--- src/rtl/seg7_scan_ctrl.sv ---
// Four-digit 7-segment scan controller: double-buffered digit codes, blanked slot switches, outputs registered-only (no comb input path).
// Commit latency is up to one frame (4*DIV cycles); writes are refused (wr_ready low) while a commit waits for the frame boundary.
module seg7_scan_ctrl #(
    parameter int DIV   = 1000,
    parameter int BLANK = 16
) (
    input  logic       clk,
    input  logic       rst,
    input  logic       wr_valid,
    input  logic [1:0] wr_addr,
    input  logic [3:0] wr_data,
    output logic       wr_ready,
    input  logic       commit,
    output logic       commit_pending,
    output logic [3:0] digit,
    output logic [3:0] digit_en,
    output logic       frame_start
);
    localparam int CW = $clog2(DIV);
    localparam logic [CW-1:0] LAST = CW'(DIV - 1);

    logic [CW-1:0]   cnt_q, cnt_d;
    logic [1:0]      idx_q, idx_d;
    logic [3:0][3:0] shadow_q, shadow_d;
    logic [3:0][3:0] active_q, active_d;
    logic            pending_q, pending_d;

    logic slot_end, fb, wr_fire, commit_eff;

    always_comb begin
        slot_end   = (cnt_q == LAST);
        fb         = slot_end && (idx_q == 2'd3);
        wr_fire    = wr_valid && !pending_q;
        commit_eff = commit || pending_q;

        cnt_d      = slot_end ? '0 : cnt_q + CW'(1);
        idx_d      = slot_end ? idx_q + 2'd1 : idx_q;

        shadow_d   = shadow_q;
        if (wr_fire) begin
            shadow_d[wr_addr] = wr_data;
        end

        // Same-cycle write is folded into the copy so a write+commit pair lands together.
        active_d  = active_q;
        pending_d = pending_q;
        if (commit_eff) begin
            if (fb) begin
                active_d  = shadow_d;
                pending_d = 1'b0;
            end else begin
                pending_d = 1'b1;
            end
        end
    end

    always_ff @(posedge clk) begin
        if (rst) begin
            cnt_q     <= '0;
            idx_q     <= '0;
            shadow_q  <= '0;
            active_q  <= '0;
            pending_q <= 1'b0;
        end else begin
            cnt_q     <= cnt_d;
            idx_q     <= idx_d;
            shadow_q  <= shadow_d;
            active_q  <= active_d;
            pending_q <= pending_d;
        end
    end

    assign digit          = active_q[idx_q];
    assign wr_ready       = !pending_q;
    assign commit_pending = pending_q;
    assign frame_start    = (cnt_q == '0) && (idx_q == 2'd0);

    generate
        if (BLANK == 0) begin : g_no_blank
            assign digit_en = 4'b0001 << idx_q;
        end else begin : g_blank
            localparam logic [CW-1:0] BL = CW'(BLANK);
            assign digit_en = (cnt_q >= BL) ? (4'b0001 << idx_q) : 4'b0000;
        end
    endgenerate
endmodule
--- config.mk ---
export PLATFORM = sky130hd
export DESIGN_NAME = seg7_scan_ctrl
export DESIGN_NICKNAME = d
export VERILOG_FILES = /design/src/rtl/seg7_scan_ctrl.sv
export SDC_FILE = /design/constraint.sdc
export NUM_CORES = 1
export LEC_CHECK = 0
export ABC_AREA = 1
export CORE_UTILIZATION = 55
export CTS_BUF_LIST = sky130_fd_sc_hd__clkbuf_8
export CTS_CLUSTER_SIZE = 28
export DETAILED_ROUTE_END_ITERATION = 8
export GPL_TIMING_DRIVEN = 1
export HOLD_SLACK_MARGIN = 0.02
export MAX_ROUTING_LAYER = met4
export PLACE_DENSITY_LB_ADDON = 0.1
export SLEW_MARGIN = 30
export SYNTH_ARGS = -nofsm -noshare
export SYNTH_HDL_FRONTEND = slang
export SYNTH_SLANG_ARGS = --single-unit
--- constraint.sdc ---
create_clock -name clk -period 3.4 [get_ports clk]
set_input_delay 0.51 -clock clk [delete_from_list [all_inputs] [get_ports clk]]
set_output_delay 0.51 -clock clk [all_outputs]
set_load 0.01 [all_outputs]
# After elaboration in Yosys (flattened, before gate mapping)
# Cells that the tools add are included.
# word_totals
inputBits	10
reg_bits	45
# op_classes
mux	8
magnitude_cmp	4
reduce_logical	10
shifts	1
add_sub_neg	2
eq_ne	2
# ops
op	count
bitwise mux 16 bit	1
two-way mux 16 bit	1
two-way mux 4 bit	3
adder 10 x 1 -> 10 bit, second input constant	1
equality test 10 bit, second input constant	1
>= comparator 10 x 5 -> 1 bit, second input constant	1
logical NOT 10 bit	1
binary-select mux 4 bit (select 2 bit)	1
demux 4 bit (select 2 bit)	1
< comparator 2 x 3 -> 1 bit, second input constant	2
logical AND 1 bit	4
<< shifter 1 x 2 -> 4 bit, first input constant	1
adder 2 x 1 -> 2 bit, second input constant	1
equality test 2 bit, second input constant	1
>= comparator 2 x 1 -> 1 bit, second input constant	1
logical NOT 2 bit	1
AND reduction 2 bit	1
OR reduction 2 bit	1
logical NOT 1 bit	1
logical OR 1 bit	1
two-way mux 1 bit	1

# Longest topological paths before layout
# Gate-level depths: netlist of run 1.
# logic_depth
depth_word	6
depth_mapped	9

# Worst setup path before layout of run 1
# Ideal clock, no wire load.
# synth_path
path_type	flip-flop to output port
startpoint	register idx_q[0]
endpoint	output port frame_start
t_required_ns	2.890
arrival_ns	1.294
setup_slack_ns	1.596
stages_incl_launch_ff	7
cell_sequence	dfxtp_1 clkbuf_1 inv_1 clkbuf_1 ha_1 nand4_1 nor2_1
# synth_via
elab_chain_len	2
# synth_lines
element	line_no	source
start: declaration	23	logic [1:0] idx_q, idx_d;
start signal: assignment	66	idx_q <= idx_d;
logical NOT 2 bit	76	assign frame_start = (cnt_q == '0) && (idx_q == 2'd0);
logical AND 1 bit	76	
end: declaration	17	output logic frame_start
# No other way between the ends.

# Worst setup path after layout of run 1
# Same ends and word-level chain as after synthesis.

==> key figures, run 1 <==
Timing
  – Worst Slack Setup Final: 0.8824 ns
  – Fmax achieved: 397.2 MHz
  – Final hold slack: 0.4848 ns
  – Post-layout min period: 2.518 ns
  – RSZ-0062 raised after global routing: no
  – Relative slew slack: 58.48%
  – Worst slew pin tran: 0.6208 ns
  – Final Max Tran Viols: 0
  – Fin. Hold Viols: 0
  – Setup_tns: 0 ns
  – Fin crit share: 74.05%
  – Final setup viols: 0
  – Clock Skew: 0.005043 ns

Worst setup path
  – Largest stage delay, worst path: 0.54 ns
  – Largest delay share family, worst path: buffers and inverters
  – Crit path buf inv count: 2
  – R2r setup slk: 1.53 ns
  – Data arrival time of the worst path: 2.01 ns
  – CP Cell Sequence: inv_1, ha_1, nand4_1, nor2_1, clkdlybuf4s50_1
  – Worst Path Max Fanout: 12
  – CP max stage cell: clkdlybuf4s50_1
  – Critical path depth: 5
  – CP required: 2.89 ns
  – Setup crit end kind: primary output
  – R2R cell count: 7
  – Critical path type: reg -> out
  – Worst Setup Start Kind: register

Clock network
  – Number of hold buffers added after CTS: 0
  – Number of buffers created by CTS: 5
  – Cts repair resizes: 0
  – Clk slew on worst S/H paths: 0.08 ns
  – Maximum clock insertion buffer count: 2
  – CTS tree: done
  – CTS sink count: 45
  – H-tree Lvls: 2
  – Clk root buf: clkbuf_8
  – Worst-Skew Late Latency: 0.29 ns
  – Postcts setup bufs: 0

Place
  – RD Place Congestion: 0.8992
  – Dpl cell area: 2386 um^2
  – Pre-CTS WS: 1.077 ns
  – Port buffer count: 20
  – HPWL after detailed placement: 3.256 mm

Synth
  – Post-synth EDFFs: 0
  – Synth warn: 0
  – Post-synthesis sequential area ratio: 41.43%
  – Mean Syn Cell Area: 6.838 um^2
  – Largest area contributor in the netlist: dfxtp_1
  – Synth top area share: 41.43%
  – Cell Area, Synth: 2175 um^2
  – Net Count, Synth: 334
  – Async SR Flop Fraction: 0%
  – Ranking of synthesized cells by area: dfxtp_1, nand2_1, nor2_1, inv_1, nand4_1
  – Yosys cell types: 25
  – Syn Inst Count: 318
  – Top FF cell, synth: dfxtp_1
  – Synthesized flop and latch total: 45

Floorplan
  – Number of placement rows: 22
  – Initial Utilization: 58.52%
  – Core area: 3716 um^2
  – Top Ports: 21
  – Die Span Y: 64.88 um
  – Full die area: 4209 um^2
  – Die X: 64.88 um

Power
  – Worst IR Drop VDD: 352.3 uV
  – Pwr dens: 383.3 nW/um^2
  – Leakage power: 1.065 nW
  – Tot Pwr: 946.7 uW

Final layout
  – Filler Cell Count: 340
  – Layout cells sized above 1: 4.478%
  – Area occupied by multi-input gates: 1049 um^2
  – Area Overhead vs Synth: 13.58%
  – Final Instance Area: 2470 um^2
  – Register area: 900.9 um^2
  – Most frequent cells in the layout: nand2_1, nor2_1, dfxtp_1, inv_1, nand4_1
  – Most common library cell in the layout ignoring fill and taps: nand2_1
  – Nets: 350
  – Antenna cells: 0

Routing
  – Initial drt markers: 103
  – Antenna Nets Post-Route: 0
  – Avg WL per Cell: 11.36 um
  – Routed WL: 4.351 mm
  – Routed vias/inst: 5.052
  – DRT Pass-1 Iters: 4
  – Via count: 1,935
  – DRC Markers: 0

GRT
  – Gr ovfl total: 0
  – Vias in the first global route: 1,721
  – GR Util All Layers: 24.21%
  – Largest net degree at the start of global routing: 18
  – First-pass GRT wire length: 7.562 mm
  – Initial antenna violation count: 0

Status
  – Status: complete, no violations

Job
  – Max-cap violations: 0

Hold path
  – WHS Path Cells: 2
  – Min-Delay Path Class: reg -> reg
==> per-layer routing <==
layer	routed length, um	GRT usage, %
met5	0	-
met4	22	5.000
met3	181	7.570
met2	1910	35.42
met1	2236	32.71
==> synthesized netlist by cell type, drive strengths merged, types with 2 or more instances <==
cell type / number
nand2: 65
nand3: 21
buf: 5
or2: 2
o22ai: 4
inv: 42
nor2: 66
clkbuf: 7
clkinv: 3
a21oi: 8
nand4: 24
o21ai: 13
ha: 6
nor3: 3
dfxtp: 45
==> registers in the layout (all words and copies together), names as in the netlist <==
signal	cells
active_q	16
shadow_q	16
cnt_q	10
idx_q	2
commit_pending	1
==> cell families (layout without fill, tap and decap cells) <==
kind of cell / Yosys count / in the layout / synth area share, %
AOI/OAI and AO/OA: 26 / 26 / 6.329
xor gates and xnor gates: 1 / 1 / 0.4028
adders and majority gates: 6 / 6 / 3.452
buffers and inverters: 57 / 74 / 10.36
DFF: 45 / 45 / 41.43
and+or+nand+nor: 183 / 183 / 38.03
==> report_power, final <==
| part | switching, mW | leakage, nW | total, mW | internal (mW) |
|---|---|---|---|---|
| Clock | 0.168 | 0.0467 | 0.308 | 0.139 |
| Combinational | 0.0583 | 0.654 | 0.0926 | 0.0343 |
| Sequential | 0.00744 | 0.365 | 0.546 | 0.539 |
| Total | 0.234 | 1.07 | 0.947 | 0.713 |
==> per-stage QoR <==
stage          std cells  util (%)
2_1_floorplan        318         -
3_3_place_gp         375     64.21
3_5_place_dp         375     64.21
4_1_cts              383     66.46
5_1_grt              383     66.46
6_report             383     66.46
==> final timing paths <==
check                       startpoint                         to
max              idx_q[0]$_SDFFE_PP0N_                frame_start
max reg2reg        cnt_q[0]$_SDFF_PP0_   active_q[5]$_SDFFE_PP0P_
min reg2reg  active_q[14]$_SDFFE_PP0P_  active_q[14]$_SDFFE_PP0P_
min          active_q[14]$_SDFFE_PP0P_  active_q[14]$_SDFFE_PP0P_
==> cell type report <==
cell class | count | share of cell area [%]
Tap cell | 48 | 2.432
Multi-Input combinational cell | 216 | 42.45
Clock buffer | 5 | 2.786
Sequential cell | 45 | 36.47
Inverter | 45 | 6.839
Clock inverter | 3 | 0.6079
Timing Repair Buffer | 21 | 8.409
==> worst register-to-register path: cells and delay by family, from the launching register on <==
kind / cells / cell delay [ns]
simple gates: 6 / 1.10
flops: 1 / 0.48
fa+ha+maj: 1 / 0.25
Power figures use the tool's default switching activity.
==> run 2, diff against run 1 <==
==> constraint.sdc (replaced) <==
create_clock -name clk -period 2.5 [get_ports clk]
set_input_delay 0.375 -clock clk [delete_from_list [all_inputs] [get_ports clk]]
set_output_delay 0.375 -clock clk [all_outputs]
set_load 0.01 [all_outputs]
==> key figures, run 2 (synthesized netlist as in run 1, its figures left out) <==
Status
  – Status: complete, no violations

GRT
  – Largest net degree at the start of global routing: 20
  – Gr ovfl total: 0
  – First-pass GRT wire length: 7.693 mm
  – Vias in the first global route: 1,727
  – GR Util All Layers: 24.50%
  – Initial antenna violation count: 0

Final layout
  – Biggest regs: active_q x16, shadow_q x16, cnt_q x10
  – Layout cells sized above 1: 5.621%
  – Final std cells w/o fill: 386
  – Fin util: 67.04%
  – Most frequent cells in the layout: nand2_1, nor2_1, dfxtp_1, inv_1, nand4_1
  – Antenna cells: 0
  – Nets: 353
  – Area Overhead vs Synth: 14.56%
  – Final Instance Area: 2491 um^2
  – Most common library cell in the layout ignoring fill and taps: nand2_1

Routing
  – Initial drt markers: 98
  – Antenna Nets Post-Route: 0
  – Routed vias/inst: 5.049
  – Avg WL per Cell: 11.55 um
  – DRC Markers: 0
  – Routed WL: 4.459 mm
  – Via count: 1,949
  – DRT Pass-1 Iters: 5

Clock network
  – Worst-Skew Late Latency: 0.30 ns
  – CTS tree: done
  – Cts repair resizes: 0
  – Clk root buf: clkbuf_8
  – Number of hold buffers added after CTS: 0
  – H-tree Lvls: 2
  – Maximum clock insertion buffer count: 2
  – Postcts setup bufs: 0
  – CTS sink count: 45
  – Clk slew on worst S/H paths: 0.08 ns
  – Number of buffers created by CTS: 5

Power
  – Pwr dens: 522.7 nW/um^2
  – Tot Pwr: 1.302 mW
  – Leakage power: 1.082 nW
  – Worst IR Drop VDD: 360.4 uV

Worst setup path
  – Crit path buf inv count: 2
  – Data arrival time of the worst path: 1.99 ns
  – Largest delay share family, worst path: buffers and inverters
  – CP max stage cell: clkdlybuf4s50_1
  – CP required: 2.12 ns
  – R2R cell count: 7
  – Critical path depth: 5
  – Largest stage delay, worst path: 0.55 ns
  – Worst Path Max Fanout: 12
  – CP Cell Sequence: inv_1, ha_1, nand4_1, nor2_1, clkdlybuf4s50_1
  – Worst Setup Start Kind: register
  – Critical path type: reg -> out
  – Setup crit end kind: primary output

Timing
  – Fin crit share: 94.56%
  – RSZ-0062 raised after global routing: no
  – Fmax achieved: 423.0 MHz
  – Final hold slack: 0.4789 ns
  – Final Max Tran Viols: 0
  – Worst slew pin tran: 0.6033 ns
  – Relative slew slack: 59.65%
  – Final setup viols: 0
  – Clock Skew: 0.006268 ns
  – Post-layout min period: 2.364 ns
  – Fin. Hold Viols: 0
  – Worst Slack Setup Final: 0.1360 ns
  – Setup_tns: 0 ns

Place
  – Placed instance count: 378
  – Pre-CTS WS: 0.3660 ns
  – Dpl cell area: 2409 um^2
  – RD Place Congestion: 0.9150
  – HPWL after detailed placement: 3.237 mm
  – Port buffer count: 20

Floorplan
  – Die X: 64.88 um
  – Number of placement rows: 22
  – Core area: 3716 um^2
  – Full die area: 4209 um^2
  – Initial Utilization: 58.52%
  – Top Ports: 21
  – Die Span Y: 64.88 um

Hold path
  – WHS Path Cells: 2
  – Min-Delay Path Class: reg -> reg

Job
  – Max-cap violations: 0
run 2: cell types whose count changed in the layout (fill, tap and decap cells not counted):
cell,delta
clkinvlp_4,-1
clkinv_2,+2
inv_1,-1
buf_4,+3
run 2: final cells by class:
class	count	area (um^2)
fill	350	1225
multi-input combinational	216	1049
timing repair buffer	24	230.2
tap	48	60.06
clock inverter	3	13.76
inverter	45	168.9
sequential	45	900.9
clock buffer	5	68.82
run 2: path summary, 6_finish.rpt:
path / from / end / slack (ns)
worst min register to register: cnt_q[9]$_SDFF_PP0_ / cnt_q[9]$_SDFF_PP0_ / 0.48
worst min-delay path: cnt_q[9]$_SDFF_PP0_ / cnt_q[9]$_SDFF_PP0_ / 0.48
worst max-delay path: idx_q[0]$_SDFFE_PP0N_ / frame_start / 0.14
worst max register to register: cnt_q[0]$_SDFF_PP0_ / active_q[5]$_SDFFE_PP0P_ / 0.60
run 2: tightest hold or removal path, cell delays in order, from the launching register on:
cell and delay (ns):
dfxtp_1 0.33, nand2_1 0.06, a21oi_1 0.05
run 2: routing by layer:
layer	vias to the layer above	wire length, um	track usage, %
met4	0	53	8.333
li1	1052	-	-
met2	48	1885	33.98
met5	-	0	-
met3	6	198	5.458
met1	843	2321	34.72
run 2: power breakdown:
group	internal [mW]	switching, mW	leakage [nW]	total (mW)
sequential	0.733	0.0103	0.365	0.743
combinational	0.0499	0.0809	0.668	0.131
clock	0.190	0.238	0.0491	0.428
total	0.973	0.330	1.08	1.30
==> RTL edit (config.mk and constraints of run 1) <==
Change the parameter `DIV` from 1000 to 2000.
--- a/src/rtl/seg7_scan_ctrl.sv
+++ b/src/rtl/seg7_scan_ctrl.sv
@@ -1,7 +1,7 @@
 // Four-digit 7-segment scan controller: double-buffered digit codes, blanked slot switches, outputs registered-only (no comb input path).
 // Commit latency is up to one frame (4*DIV cycles); writes are refused (wr_ready low) while a commit waits for the frame boundary.
 module seg7_scan_ctrl #(
-    parameter int DIV   = 1000,
+    parameter int DIV   = 2000,
     parameter int BLANK = 16
 ) (
     input  logic       clk,
Check against the original RTL: no difference found for any inputs over 10 cycles, from zero or initial values and one cycle with rst high; that may be too few to reach the edited logic, so the function may still have changed.
==> RTL edit against run 1 <==
Critical path depth is the same. Wire length down 0.69%. Setup slack lost 120 ps. Power increased by 4.6%. Sequential cell count grew 1. Cell area is 1.7% higher. Area after synthesis up 1.0%. Cell count rose by 1.3%. Non-clock buffer count rose by 1.
==> RTL edit: results (changes against run 1) <==
Finish
  • Fill count: 379 (+11%)
  • Design area: 2511 sq um (+1.7%)
  • Biggest regs: active_q (16), shadow_q (16), cnt_q (11)
  • Layout Cells excl Fill: 388 (+1.3%)
  • Fraction of layout cells with a size suffix above 1: 4.706% (+0.23 points)
  • Nets: 355 (+1.4%)

Drt
  • Vias per inst: 5.041 (-0.22%)
  • Met3 wire length: 192 microns (+6.1%)
  • WL met1: 2264 microns (+1.3%)
  • First DRT Iteration DRCs: 113 (+9.7%)
  • Metal2 WL: 1805 microns (-5.5%)
  • Routed WL: 4321 microns (-0.69%)

Synth
  • Sequential area share after synthesis: 41.91% (+0.49 points)
  • Distinct cell type count after synthesis: 26 (+4.0%)
  • Post-Syn Instances: 321 (+0.94%)
  • Compound-Gate Fraction of Synth Area: 5.239% (-1.1 points)
  • Post-Synth XOR/XNOR Area: 1.595% (+1.2 points)
  • Area contributors post-synth: dfxtp_1, nor2_1, nand2_1
  • Synth top cells by count: nor2_1, nand2_1, dfxtp_1

Global route
  • GRT Total Usage: 23.56% (-0.66 points)
  • Met3 Usage GRT: 5.729% (-1.8 points)
  • Vias in the first global route: 1,677 (-2.6%)
  • Met1 usage: 31.99% (-0.73 points)
  • Largest net degree at the start of global routing: 20 (+2)

STA
  • Fin Clk Skew: 7.782 ps (+2.740 ps)
  • Worst slew pin tran: 627.2 ps (+6.321 ps)

Placed design
  • # placed instances: 380 (+1.3%)
  • Post-DP HPWL: 3123 microns (-4.1%)
  • Placed cell area: 2420 sq um (+1.4%)

Power
  • Worst IR Drop VDD: 222.4 uV (-37%)
  • Cell internal pwr: 747.2 uW (+4.8%)
  • Seq. pwr: 557 uW (+2%)
  • Clock group: 340 uW (+10%)
  • Clk network pwr share: 34.4% (+1.9 points)

Hold path
  • Hold_sp: cnt_q[0]$_SDFF_PP0_

Outcome
  • Status: completed
-- RTL edit: worst paths after layout --
kind,slack (ps),cells after the start,endpoint
worst max register to register,1650,7,active_q[14]$_SDFFE_PP0P_
worst min-delay path,470,1,cnt_q[0]$_SDFF_PP0_
worst max-delay path,760,5,frame_start
worst min register to register,470,1,cnt_q[0]$_SDFF_PP0_
-- RTL edit: final cells by class --
class                      count  area share [%]
multi-input combinational    219           42.00
sequential                    46           36.67
timing repair buffer          22           8.570
inverter                      45           6.726
clock buffer                   6           3.288
tap                           48           2.392
clock inverter                 2          0.3488
-- RTL edit: cell families (layout without fill, tap and decap cells) --
logic type,after synthesis,count (layout)
buf+inv,56,75
compound gates,21,21
xor+xnor,4,4
flops,46,46
fa+ha+maj,6,6
simple gates,188,188
-- RTL edit: worst max-delay path: stages (launching register included) --
cell	delay, ps
dfxtp_1	540
clkinv_1	330
ha_1	340
nand3_1	90
nor2_1	50
clkdlybuf4s50_1	470
